### src/rtl/inst_loader_if.sv
// Byte-stream handshake and Inst_mem write port shared by the boot loader and its peers.
// The master view is the loader: it sinks stream bytes and drives the memory write port.
interface inst_loader_if;
    logic        byte_valid;
    logic [7:0]  byte_data;
    logic        byte_ready;
    logic        mem_wr_en;
    logic [31:0] mem_addr;
    logic [31:0] mem_wdata;

    modport master (
        input  byte_valid, byte_data,
        output byte_ready, mem_wr_en, mem_addr, mem_wdata
    );

    modport slave (
        output byte_valid, byte_data,
        input  byte_ready, mem_wr_en, mem_addr, mem_wdata
    );
endinterface

### src/rtl/inst_loader.sv
// Boot loader: packs a little-endian byte stream into words written to Inst_mem from
// address 0 while the core is held in reset, then releases the core after a short delay.
module inst_loader #(
    parameter int DEPTH       = 256,
    parameter int LEN_W       = 9,
    parameter int RELEASE_DLY = 2
) (
    input  logic              clk,
    input  logic              rst_n,
    input  logic              start,
    input  logic [LEN_W-1:0]  load_len,
    inst_loader_if.master     bus,
    output logic              rst_n_cpu,
    output logic              busy,
    output logic              done,
    output logic [31:0]       checksum
);

    localparam int DLY_W = $clog2(RELEASE_DLY + 1) + 1;

    typedef enum logic [2:0] {IDLE, RECV, WRITE, WAIT, RUN} state_t;

    state_t           state;
    state_t           state_nx;
    logic [LEN_W-1:0] len_q;
    logic [LEN_W-1:0] index;
    logic [LEN_W-1:0] len_sel;
    logic [1:0]       bcnt;
    logic [23:0]      word_lo;
    logic [DLY_W-1:0] dly_cnt;
    logic             accept;
    logic             launch;
    logic             last_word;
    logic             dly_done;
    logic             ready_d;
    logic             wr_en_d;
    logic             busy_d;
    logic             run_d;

    // byte_ready is a register that is high exactly while in RECV
    assign accept    = bus.byte_valid && bus.byte_ready;
    assign launch    = start && ((state == IDLE) || (state == RUN));
    assign len_sel   = (load_len > LEN_W'(DEPTH)) ? LEN_W'(DEPTH) : load_len;
    assign last_word = (index + LEN_W'(1)) == len_q;
    assign dly_done  = dly_cnt == DLY_W'(RELEASE_DLY);

    always_ff @(posedge clk or negedge rst_n) begin
        if (!rst_n) begin
            state          <= IDLE;
            len_q          <= '0;
            index          <= '0;
            bcnt           <= '0;
            word_lo        <= '0;
            dly_cnt        <= '0;
            bus.byte_ready <= 1'b0;
            bus.mem_wr_en  <= 1'b0;
            bus.mem_addr   <= '0;
            bus.mem_wdata  <= '0;
            rst_n_cpu      <= 1'b0;
            busy           <= 1'b0;
            done           <= 1'b0;
            checksum       <= '0;
        end else begin
            state          <= state_nx;
            bus.byte_ready <= ready_d;
            bus.mem_wr_en  <= wr_en_d;
            busy           <= busy_d;
            done           <= run_d;
            rst_n_cpu      <= run_d;
            dly_cnt        <= (state == WAIT) ? dly_cnt + DLY_W'(1) : '0;

            if (launch) begin
                len_q    <= len_sel;
                index    <= '0;
                bcnt     <= '0;
                checksum <= '0;
            end

            // The fourth byte goes straight into mem_wdata so the word is ready in WRITE
            if (accept) begin
                bcnt <= bcnt + 2'd1;
                case (bcnt)
                    2'd0: word_lo[7:0]   <= bus.byte_data;
                    2'd1: word_lo[15:8]  <= bus.byte_data;
                    2'd2: word_lo[23:16] <= bus.byte_data;
                    default: begin
                        bus.mem_wdata <= {bus.byte_data, word_lo};
                        bus.mem_addr  <= 32'({index, 2'b00});
                    end
                endcase
            end

            if (state == WRITE) begin
                checksum <= checksum + bus.mem_wdata;
                index    <= index + LEN_W'(1);
            end
        end
    end

    always_comb begin
        state_nx = state;
        case (state)
            IDLE, RUN: if (launch) state_nx = (len_sel == '0) ? WAIT : RECV;
            RECV:      if (accept && (bcnt == 2'd3)) state_nx = WRITE;
            WRITE:     state_nx = last_word ? WAIT : RECV;
            WAIT:      if (dly_done) state_nx = RUN;
            default:   state_nx = IDLE;
        endcase
    end

    always_comb begin
        ready_d = (state_nx == RECV);
        wr_en_d = (state_nx == WRITE);
        busy_d  = (state_nx == RECV) || (state_nx == WRITE) || (state_nx == WAIT);
        run_d   = (state_nx == RUN);
    end

endmodule

### src/flat_wrapper.sv
// flat-port wrapper written by rule: the top's interface ports become plain ports
module inst_loader_flat 
#(
    parameter int DEPTH       = 256,
    parameter int LEN_W       = 9,
    parameter int RELEASE_DLY = 2
)
  (clk, rst_n, start, load_len, rst_n_cpu, busy, done, checksum, bus_byte_valid, bus_byte_data, bus_byte_ready, bus_mem_wr_en, bus_mem_addr, bus_mem_wdata);
  inst_loader_if bus_i ();
  input  logic clk;
  input  logic rst_n;
  input  logic start;
  input  logic [LEN_W-1:0] load_len;
  output logic rst_n_cpu;
  output logic busy;
  output logic done;
  output logic [31:0] checksum;
  input wire logic [$bits(bus_i.byte_valid)-1:0] bus_byte_valid;
  input wire logic [$bits(bus_i.byte_data)-1:0] bus_byte_data;
  output wire logic [$bits(bus_i.byte_ready)-1:0] bus_byte_ready;
  output wire logic [$bits(bus_i.mem_wr_en)-1:0] bus_mem_wr_en;
  output wire logic [$bits(bus_i.mem_addr)-1:0] bus_mem_addr;
  output wire logic [$bits(bus_i.mem_wdata)-1:0] bus_mem_wdata;
  assign bus_i.byte_valid = bus_byte_valid;
  assign bus_i.byte_data = bus_byte_data;
  assign bus_byte_ready = bus_i.byte_ready;
  assign bus_mem_wr_en = bus_i.mem_wr_en;
  assign bus_mem_addr = bus_i.mem_addr;
  assign bus_mem_wdata = bus_i.mem_wdata;
  inst_loader #(.DEPTH(DEPTH), .LEN_W(LEN_W), .RELEASE_DLY(RELEASE_DLY)) u_core (.clk(clk), .rst_n(rst_n), .start(start), .load_len(load_len), .bus(bus_i), .rst_n_cpu(rst_n_cpu), .busy(busy), .done(done), .checksum(checksum));
endmodule
### config.mk
export PLATFORM = sky130hd
export DESIGN_NAME = inst_loader_flat
export DESIGN_NICKNAME = d
export VERILOG_FILES = /design/src/rtl/inst_loader_if.sv /design/src/rtl/inst_loader.sv /design/src/flat_wrapper.sv
export SDC_FILE = /design/constraint.sdc
export NUM_CORES = 1
export LEC_CHECK = 0
export CAP_MARGIN = 40
export CORE_MARGIN = 2
export CORE_UTILIZATION = 30
export CTS_CLUSTER_DIAMETER = 150
export DETAILED_ROUTE_END_ITERATION = 7
export SYNTH_ARGS = -nofsm -noshare
export SYNTH_HDL_FRONTEND = slang
export SYNTH_SLANG_ARGS = --single-unit
### constraint.sdc
create_clock -name clk -period 2.8 [get_ports clk]
set_input_delay 0.84 -clock clk [delete_from_list [all_inputs] [get_ports clk]]
set_output_delay 0.84 -clock clk [all_outputs]
set_load 0.1 [all_outputs]
==> summary.md <==
| Metric | Value |
|---|---|
| Cell variety after synth | 48 |
| Residual antenna-violating net count after detailed routing | 0 |
| Total GRT Usage | 0.1477 |
| Area leader, netlist | dfrtp_1 |
| Worst slew pin tran | 0.5122 ns |
| Cell Count, Final, Fillers Out | 1044 |
| CP Cell Sequence | ha_4 > fa_2 > a211oi_4 > o21ai_2 > a32oi_2 > buf_4 > o211ai_1 > and2_1 > a21o_1 > a21oi_2 > xor2_1 > o21ai_1 |
| RSZ-0062 raised after global routing | true |
| Predominant post-synthesis flop cell | dfrtp_1 |
| Slew Limit Fails | 0 |
| Gr ovfl total | 0 |
| Clock latency at the later pin of the worst-skew pair | 0.42 ns |
| Fill cells | 2147 |
| Min-Delay Path Class | input pin to asynchronous set/reset pin |
| Total CTS buffers | 17 |
| Reg2Reg Depth | 12 |
| Met2 routed WL | 7912 microns |
| Layout area overhead | 29.46% |
| CTS tree | built |
| R2R Setup Slk | 0.08 ns |
| Hold_buf cts | 0 |
| Vias post-DR | 4940 |
| Main area contributors after synthesis | dfrtp_1 48%, mux2_2 11%, ha_1 7.1%, o21ai_0 4.6%, nand2_1 3.7% |
| DIE WIDTH | 153.1 microns |
| Tcrit/Tclk final | 0.9714 |
| Syn_area_per_cell | 10.66 sq um |
| Sequential share of the synthesized area | 0.4763 |
| Layout cells sized above 1 | 0.3298 |
| CP delay by family, top | compound AO/OA/AOI/OAI gates |
| Worst r2r dst | u_core.checksum[24] |
| Clock Sinks | 127 |
| Delay of the slowest cell on the worst path | 0.50 ns |
| Final Hold Viols | 0 |
| Core area | 0.02182 sq mm |
| Root Driver | clkbuf_16 |
| Placer Congestion | 0.8192 |
| Syn Std Cell Area | 0.006673 sq mm |
| Initial antenna violation count | 0 |
| I/O Buffers | 98 |
| Flops & latches, synth | 127 |
| Met1 WL | 7860 microns |
| Max_slew headroom | 0.6586 |
| CTS clk-pin slew, worst paths | 0.06 ns |
| Setup Skew | 0.01118 ns |
| Nets@finish | 812 |
| Htree depth | 4 |
| Critical path type | flip-flop to flip-flop |
| Worst-path maximum fanout | 4 |
| Clock Path Buffers | 2 |
| DRC errors left | 0 |
| I/O pin count | 122 |
| # setup viols final | 0 |
| EDFF count, synth | 0 |
| WP data arrival | 3.00 ns |
| Mapped Cells | 626 |
| Top Metal Used | met4 |
| Post-layout min period | 2.720 ns |
| HPWL Detailed | 12340 microns |
| Worst EP required | 3.08 ns |
| Final WS setup | 0.08007 ns |
| Full die area | 0.02345 sq mm |
| Vias per cell | 4.732 |
| Reg2reg start | u_core.checksum[0] |
| Max-cap violations | 0 |
| Met3 wire length | 870 microns |
| Largest net degree at the start of global routing | 42 |
| Vert. Die Dim | 153.1 microns |
| Number of global-route vias before repair | 5020 |
| Fmax | 367.7 MHz |
| First-pass DRT Iterations | 4 |
| Rows | 54 |
| Slowest-stage cell, CP | dfrtp_4 |
| Type of origin of the critical path | flip-flop |
| Worst Path Buf+Inv | 1 |
| Antenna cells | 0 |
| Status | finished clean |
| Starting density of the core | 0.3058 |
| Wirelength per Cell | 16.17 microns |
| Synth top area share | 0.4763 |
| DP Cell Count | 1011 |
| First DRT Iteration DRCs | 209 |
| Total wire length | 16880 microns |
| Critical Path End Type | flip-flop |
| Fraction of registers with async set/reset | 1.000 |
| Pre-CTS setup slack | -0.01872 ns |
| First-pass GRT wire length | 27020 microns |
| YS warnings | 0 |
metal layers:
metal | GRT usage | vias up
li1 | - | 2422
met1 | 0.1973 | 2393
met2 | 0.2317 | 109
met3 | 0.04423 | 16
met4 | 0.04453 | 0
met5 | 0 | -
cell families after synthesis:
group / count (synthesis) / share of synthesized area
other: 1 / 0.0005620
AOI/OAI and AO/OA: 141 / 0.1298
and+or+nand+nor: 156 / 0.1073
xor gates and xnor gates: 44 / 0.05775
DFF: 127 / 0.4763
adders and majority gates: 39 / 0.07426
buffers and inverters: 52 / 0.04275
muxes: 66 / 0.1114
cell usage after synthesis, types with 4 or more instances:
library cell / count
ha_1: 38
o21ai_1: 6
nand3_1: 12
clkbuf_1: 17
a21oi_1: 30
nor2_1: 31
nand2_1: 65
and2_1: 5
a21o_1: 11
o21ai_0: 61
dfrtp_1: 127
mux2_2: 66
nand2b_1: 15
and3_1: 4
nor3_1: 9
inv_1: 10
xor2_1: 22
xnor2_1: 22
a22o_1: 4
buf_4: 24
placed cells by master, fill, tap and decap left out, types with 7 or more instances in the layout:
master | synthesis | routed
mux2_2 | 66 | 66
buf_4 | 24 | 104
o21ai_0 | 61 | 59
dfrtp_1 | 127 | 97
nor3_1 | 9 | 9
nand2_1 | 65 | 64
a21oi_1 | 30 | 24
clkdlybuf4s50_1 | 0 | 19
a21o_1 | 11 | 11
nand2b_1 | 15 | 15
conb_1 | 1 | 23
xor2_1 | 22 | 22
o21ai_1 | 6 | 7
ha_1 | 38 | 36
clkbuf_16 | 0 | 17
inv_1 | 10 | 10
xnor2_1 | 22 | 22
dfrtp_2 | 0 | 28
nor2_1 | 31 | 31
nand3_1 | 12 | 12
registers in the layout (all words and copies together) (netlist names):
register / flops
u_core.bus.mem_wdata: 32
u_core.checksum: 32
u_core.word_lo: 24
u_core.bus.mem_addr: 9
u_core.index: 9
u_core.len_q: 9
u_core.dly_cnt: 3
u_core.state: 3
u_core.bcnt: 2
u_core.bus.byte_ready: 1
u_core.bus.mem_wr_en: 1
u_core.busy: 1
u_core.rst_n_cpu: 1
timing repair:
item                       4_1_cts  5_1_grt
setup buffers                    1        1
cloned                           0        0
setup endpoints to repair        2       11
resized for setup                1       15
pin swaps                        3       14
worst register-to-register path, stage by stage, from the launching register on:
cell      delay (ns)
dfrtp_4         0.50
ha_4            0.18
fa_2            0.41
a211oi_4        0.24
o21ai_2         0.10
a32oi_2         0.17
buf_4           0.17
o211ai_1        0.11
and2_1          0.21
a21o_1          0.16
a21oi_2         0.12
xor2_1          0.15
o21ai_1         0.07
final cells by class:
class,instances,area [sq um],area share
multi-input combinational,469,3388,0.3922
sequential,127,3221,0.3728
timing repair buffer,127,1051,0.1217
clock buffer,23,447.9,0.05185
tap,280,350.3,0.04056
clock inverter,8,142.6,0.01651
inverter,10,37.54,0.004345
stage by stage:
stage / hold WS, ns / setup TNS [ns] / utilization / instance area, sq um
finish: 0.3988 / 0 / 0.3958 / 8638
global route: 0.4294 / -0.1672 / 0.3958 / 8638
CTS: 0.4151 / 0 / 0.3922 / 8558
detailed placement: 0.4545 / -0.02244 / 0.3646 / 7958
global placement: 0.4470 / 0 / 0.3646 / 7958
floorplan: 0.4296 / 0 / - / 6805
worst max path at each step:
stage                                 start                  end  depth (start not counted)
global placement    u_core.bus.mem_wdata[0]  u_core.checksum[24]                         11
floorplan           u_core.bus.mem_wdata[3]  u_core.checksum[24]                         10
detailed placement  u_core.bus.mem_wdata[0]  u_core.checksum[24]                         11
finish                   u_core.checksum[0]  u_core.checksum[24]                         12
CTS                      u_core.checksum[0]  u_core.checksum[24]                         12
global route             u_core.checksum[0]  u_core.checksum[24]                         12
Power is left out: the tool's default activity adds up to more than one toggle a clock period on the data nets, which glitch-free logic cannot reach.
